`config.mk`:
```
export PLATFORM = sky130hd
export DESIGN_NAME = prbs15_burst_controller
export DESIGN_NICKNAME = d
export VERILOG_FILES = /design/src/rtl/prbs15_burst_controller.sv
export SDC_FILE = /design/constraint.sdc
export NUM_CORES = 1
export LEC_CHECK = 0
export ABC_AREA = 1
export CORE_MARGIN = 1
export CORE_UTILIZATION = 39
export DETAILED_ROUTE_END_ITERATION = 16
export SYNTH_ARGS = -nofsm -noshare
export SYNTH_HDL_FRONTEND = slang
export SYNTH_SLANG_ARGS = --single-unit
```
`constraint.sdc`:
```
create_clock -name clock -period 2.5 [get_ports clock]
set_clock_uncertainty 0.15 [all_clocks]
set_input_delay 0.5 -clock clock [delete_from_list [all_inputs] [get_ports clock]]
set_output_delay 0.5 -clock clock [all_outputs]
set_load 0.03 [all_outputs]
```
`src/rtl/prbs15_burst_controller.sv`:
```
// Burst sequencer for a PRBS15 generator: captures seed and length on start,
// issues a one-cycle load, then enables the generator for a counted, pausable, abortable burst.
module prbs15_burst_controller #(
  parameter int CNT_W = 16
) (
  input  logic             clock,
  input  logic             reset,
  input  logic             start,
  input  logic [14:0]      seed,
  input  logic [CNT_W-1:0] burst_len,
  input  logic             pause,
  input  logic             abort,
  output logic             gen_load,
  output logic             gen_enable,
  output logic [14:0]      gen_seed,
  output logic             byte_valid,
  output logic             busy,
  output logic             done,
  output logic             aborted,
  output logic             seed_err,
  output logic [CNT_W-1:0] bytes_sent
);

  typedef enum logic [1:0] {
    ST_IDLE = 2'd0,
    ST_LOAD = 2'd1,
    ST_RUN  = 2'd2
  } state_e;

  localparam logic [CNT_W-1:0] CNT_ZERO = {CNT_W{1'b0}};
  localparam logic [CNT_W-1:0] CNT_ONE  = {{(CNT_W-1){1'b0}}, 1'b1};
  localparam logic [CNT_W-1:0] CNT_MAX  = {CNT_W{1'b1}};

  state_e           state_q, state_d;
  logic [CNT_W-1:0] remaining_q, remaining_d;
  logic [CNT_W-1:0] remaining_dec;
  logic             gen_load_q, gen_load_d;
  logic             gen_enable_q, gen_enable_d;
  logic [14:0]      gen_seed_q, gen_seed_d;
  logic             byte_valid_q, byte_valid_d;
  logic             busy_q, busy_d;
  logic             done_q, done_d;
  logic             aborted_q, aborted_d;
  logic             seed_err_q, seed_err_d;
  logic [CNT_W-1:0] bytes_sent_q, bytes_sent_d;

  // Next-state and next-output computation for the burst sequencer.
  always_comb begin
    state_d      = state_q;
    remaining_d  = remaining_q;
    gen_load_d   = gen_load_q;
    gen_enable_d = gen_enable_q;
    gen_seed_d   = gen_seed_q;
    busy_d       = busy_q;
    done_d       = 1'b0;
    aborted_d    = aborted_q;
    seed_err_d   = seed_err_q;
    // Generator output is registered, so a byte enabled now is valid next cycle.
    byte_valid_d = gen_enable_q;
    if (gen_enable_q && (bytes_sent_q != CNT_MAX)) begin
      bytes_sent_d = bytes_sent_q + CNT_ONE;
    end else begin
      bytes_sent_d = bytes_sent_q;
    end
    if (gen_enable_q && (remaining_q != CNT_ZERO)) begin
      remaining_dec = remaining_q - CNT_ONE;
    end else begin
      remaining_dec = remaining_q;
    end

    case (state_q)
      ST_IDLE: begin
        gen_load_d   = 1'b0;
        gen_enable_d = 1'b0;
        busy_d       = 1'b0;
        if (start) begin
          if (seed == 15'd0) begin
            // An all-zero seed would lock the LFSR; reject without touching the generator.
            seed_err_d = 1'b1;
            aborted_d  = 1'b0;
            done_d     = 1'b1;
          end else if (burst_len == CNT_ZERO) begin
            done_d       = 1'b1;
            seed_err_d   = 1'b0;
            aborted_d    = 1'b0;
            bytes_sent_d = CNT_ZERO;
          end else begin
            gen_seed_d   = seed;
            remaining_d  = burst_len;
            bytes_sent_d = CNT_ZERO;
            seed_err_d   = 1'b0;
            aborted_d    = 1'b0;
            gen_load_d   = 1'b1;
            busy_d       = 1'b1;
            state_d      = ST_LOAD;
          end
        end else begin
          state_d = ST_IDLE;
        end
      end

      ST_LOAD: begin
        if (abort) begin
          gen_load_d   = 1'b0;
          gen_enable_d = 1'b0;
          done_d       = 1'b1;
          aborted_d    = 1'b1;
          busy_d       = 1'b0;
          remaining_d  = CNT_ZERO;
          state_d      = ST_IDLE;
        end else begin
          gen_load_d   = 1'b0;
          gen_enable_d = ~pause;
          state_d      = ST_RUN;
        end
      end

      ST_RUN: begin
        if (abort) begin
          gen_load_d   = 1'b0;
          gen_enable_d = 1'b0;
          done_d       = 1'b1;
          aborted_d    = 1'b1;
          busy_d       = 1'b0;
          remaining_d  = CNT_ZERO;
          state_d      = ST_IDLE;
        end else if (gen_enable_q && (remaining_q == CNT_ONE)) begin
          gen_enable_d = 1'b0;
          done_d       = 1'b1;
          busy_d       = 1'b0;
          remaining_d  = CNT_ZERO;
          state_d      = ST_IDLE;
        end else begin
          remaining_d  = remaining_dec;
          gen_enable_d = ~pause & (remaining_dec != CNT_ZERO);
          state_d      = ST_RUN;
        end
      end

      default: begin
        gen_load_d   = 1'b0;
        gen_enable_d = 1'b0;
        busy_d       = 1'b0;
        remaining_d  = CNT_ZERO;
        state_d      = ST_IDLE;
      end
    endcase
  end

  // State and output registers with synchronous reset.
  always_ff @(posedge clock) begin
    if (reset) begin
      state_q      <= ST_IDLE;
      remaining_q  <= CNT_ZERO;
      gen_load_q   <= 1'b0;
      gen_enable_q <= 1'b0;
      gen_seed_q   <= 15'd0;
      byte_valid_q <= 1'b0;
      busy_q       <= 1'b0;
      done_q       <= 1'b0;
      aborted_q    <= 1'b0;
      seed_err_q   <= 1'b0;
      bytes_sent_q <= CNT_ZERO;
    end else begin
      state_q      <= state_d;
      remaining_q  <= remaining_d;
      gen_load_q   <= gen_load_d;
      gen_enable_q <= gen_enable_d;
      gen_seed_q   <= gen_seed_d;
      byte_valid_q <= byte_valid_d;
      busy_q       <= busy_d;
      done_q       <= done_d;
      aborted_q    <= aborted_d;
      seed_err_q   <= seed_err_d;
      bytes_sent_q <= bytes_sent_d;
    end
  end

  assign gen_load   = gen_load_q;
  assign gen_enable = gen_enable_q;
  assign gen_seed   = gen_seed_q;
  assign byte_valid = byte_valid_q;
  assign busy       = busy_q;
  assign done       = done_q;
  assign aborted    = aborted_q;
  assign seed_err   = seed_err_q;
  assign bytes_sent = bytes_sent_q;

endmodule

```
==> impl_metrics.yaml <==
global_route:
  grt_max_degree: 33
  overflow: 0
  antenna_found_initial: 0
  grt_pass1_wl_um: 14200
  grt.total_usage_pct: 20.4
  grt_pass1_vias: 3142
power_and_ir_drop:
  ir_drop_mv: 0.293
  p_leak_nw: 1.81
  power_density_mw_per_mm2: 510
cts:
  clk_pin_slew_ns: 0.10
  cts_max_level: 2
  tritoncts: "built"
  cts_root_buffer: "clkbuf_8"
  cts_hold_buf: 0
  cts_setup_buffers: 0
  cts-resized-gates: 0
  cts_sinks: 56
  clock_latency_ns: 0.31
  cts_buffers: 5
  clockBufferDepth: 2
detailed_routing:
  drtAntennaViolNets: 0
  wl_per_cell_um: 12.3
  dr.first_iter.drc_count: 85
  num_vias: 3294
  drc: 0
  viasPerCell: 4.87
  wl_um: 8320
  first_pass_iters: 4
layout:
  fill_cells: 808
  diodes: 0
  final_nets: 617
  syn_to_final_growth_pct: 30.1
  finish.instance_area_mm2: 0.00423
  multi_input_area_mm2: 0.00188
  seqCellArea_mm2: 0.00112
  final_core_util_pct: 53.6
  drive_above_1_share_pct: 6.97
setup_path:
  cp_max_fo: 16
  path_buf_inv: 2
  start_kind: "input pin"
  cp_data_required_time_ns: 2.59
  crit_type: "in -> reg"
  arrival_ns: 2.29
  crit_path_top_delay_cell: "clkdlybuf4s50_1"
  endpoint_kind: "register"
  crit_chain: "clkdlybuf4s50_1, nor4_1, nand4_1, nand3_1, a21oi_2, inv_2, nand2_1, a21oi_1"
  critical-path-top-delay-family: "simple AND/OR/NAND/NOR gates"
  max_stage_delay_ns: 0.43
synthesis:
  synthTopCellsByArea: "dfxtp_1 34%, nand2_1 20%, nor2_1 6.5%"
  yosys_warnings: 0
  synth.distinct_cells: 38
  synth_edf_count: 0
  async_flop_share_pct: 0
  ys_seq_elements: 56
  synth_seq_area_share_pct: 34.5
  synth_nets: 542
  yosys.area.top_type_share_pct: 34.5
  synthFlopType: "dfxtp_1"
  yosysMostFrequentCell: "nand2_1"
  syn_area_mm2: 0.00325
  synth_commonest_cells: "171 x nand2_1, 56 x dfxtp_1, 56 x nor2_1"
  postSynthAreaPerCell_um2: 6.53
  syn-instance-count: 498
  netlist.top_cell.by_area: "dfxtp_1"
timing:
  fin_setup_tns_ns: 0
  setup_viol: 0
  tightest_slew_ns: 0.382
  slew_violations: 0
  finalHoldViolations: 0
  fmax_mhz: 456
  slew_headroom_pct: 74.3
  final_min_period_over_clock_period_pct: 87.7
  rsz0062_at_grt: "false"
  period_minus_slack_ns: 2.19
floorplan:
  die_area_mm2: 0.00871
  initial_core_util_pct: 41.2
  die_h_um: 93.3
  rows: 32
  io_pins: 74
  coreArea_mm2: 0.00789
  fp.dieW_um: 93.3
place:
  portBuffers: 73
  place_area_mm2: 0.00412
  dp_hpwl_um: 6230
  gp_congestion: 0.913
worst_hold_path:
  holdCritPathClass: "reg -> reg"
outcome:
  outcome: "complete, no violations"
flow_run:
  maxCapViolCount: 0
## placed cells by master, fill, tap and decap left out, types with 6 or more instances in the layout
cell type,synthesis,layout
a21oi_1,38,38
a22o_1,8,8
buf_4,1,9
clkdlybuf4s50_1,0,73
dfxtp_1,56,56
ha_1,8,8
inv_1,41,41
nand2_1,171,171
nand3_1,14,14
nand4_1,6,6
nor2_1,56,56
nor4_1,7,7
o21ai_0,22,22
xnor2_1,6,6
xor2_1,8,8
## metrics by stage
step / worst slack (ns) / hold WS [ns] / total power (W) / instances
after floorplan: 0.457 / 0.316 / 0.00136 / 498
after global placement: -0.0174 / 0.280 / 0.00157 / 668
after detailed placement: -0.00610 / 0.286 / 0.00157 / 668
after CTS: 0.326 / 0.300 / 0.00218 / 676
after global routing: 0.0788 / 0.321 / 0.00228 / 676
final: 0.308 / 0.299 / 0.00216 / 676
## where the power goes
group | switching [W] | total (W) | internal, W
combinational | 0.000331 | 0.000568 | 0.000238
sequential | 0.0000438 | 0.000982 | 0.000938
clock | 0.000308 | 0.000606 | 0.000297
total | 0.000683 | 0.00216 | 0.00147
## cell type report
class / instances / area share, %
Timing Repair Buffer: 83 / 19.3
Tap cell: 102 / 3.02
Clock inverter: 3 / 1.01
Inverter: 46 / 4.14
Clock buffer: 5 / 1.63
Sequential cell: 56 / 26.5
Multi-Input combinational cell: 381 / 44.3
## sequential cells by signal (all words and copies together), names as in the netlist
name,flops
aborted,1
busy,1
byte_valid,1
bytes_sent,16
done,1
gen_enable,1
gen_load,1
gen_seed,15
remaining_q,16
seed_err,1
state_q,2
## per-layer routing
layer / vias to the layer above / track usage [%] / wire, µm
met5: - / 0 / 0
met4: 0 / 5.51 / 111
met3: 6 / 4.80 / 471
met2: 64 / 35.2 / 3850
met1: 1486 / 25.3 / 3890
li1: 1738 / - / -
## worst reg2reg max path, stage by stage, from the launching register on
cell	delay, ns
dfxtp_1	0.36
inv_1	0.15
ha_1	0.20
nand2_1	0.19
nor2_1	0.26
nand2_1	0.08
nand2_1	0.05
nand2_1	0.04
nand2_1	0.05
nand2_1	0.07
nor2_1	0.09
nand2_1	0.08
nor2_1	0.09
nand2_1	0.05
nand2_1	0.05
a21oi_1	0.07
## worst paths after layout
check | startpoint | to | slack (ns) | cells after the start
worst max-delay path | burst_len[12] | remaining_q[10]$_SDFFE_PP0P_ | 0.31 | 8
worst min register to register | gen_seed[0]$_SDFFE_PP0P_ | gen_seed[0]$_SDFFE_PP0P_ | 0.30 | 2
worst min-delay path | gen_seed[0]$_SDFFE_PP0P_ | gen_seed[0]$_SDFFE_PP0P_ | 0.30 | 2
worst max register to register | remaining_q[0]$_SDFFE_PP0P_ | gen_enable$_SDFF_PP0_ | 0.36 | 15
## kinds of logic (layout without fill, tap and decap cells)
group / Yosys count / count (layout) / share of synthesized area [%]
buf+inv: 61 / 137 / 7.85
xor+xnor: 14 / 14 / 3.77
compound gates: 76 / 76 / 13.2
flops: 56 / 56 / 34.5
simple gates: 283 / 283 / 37.6
fa+ha+maj: 8 / 8 / 3.08
Power figures use the tool's default switching activity.
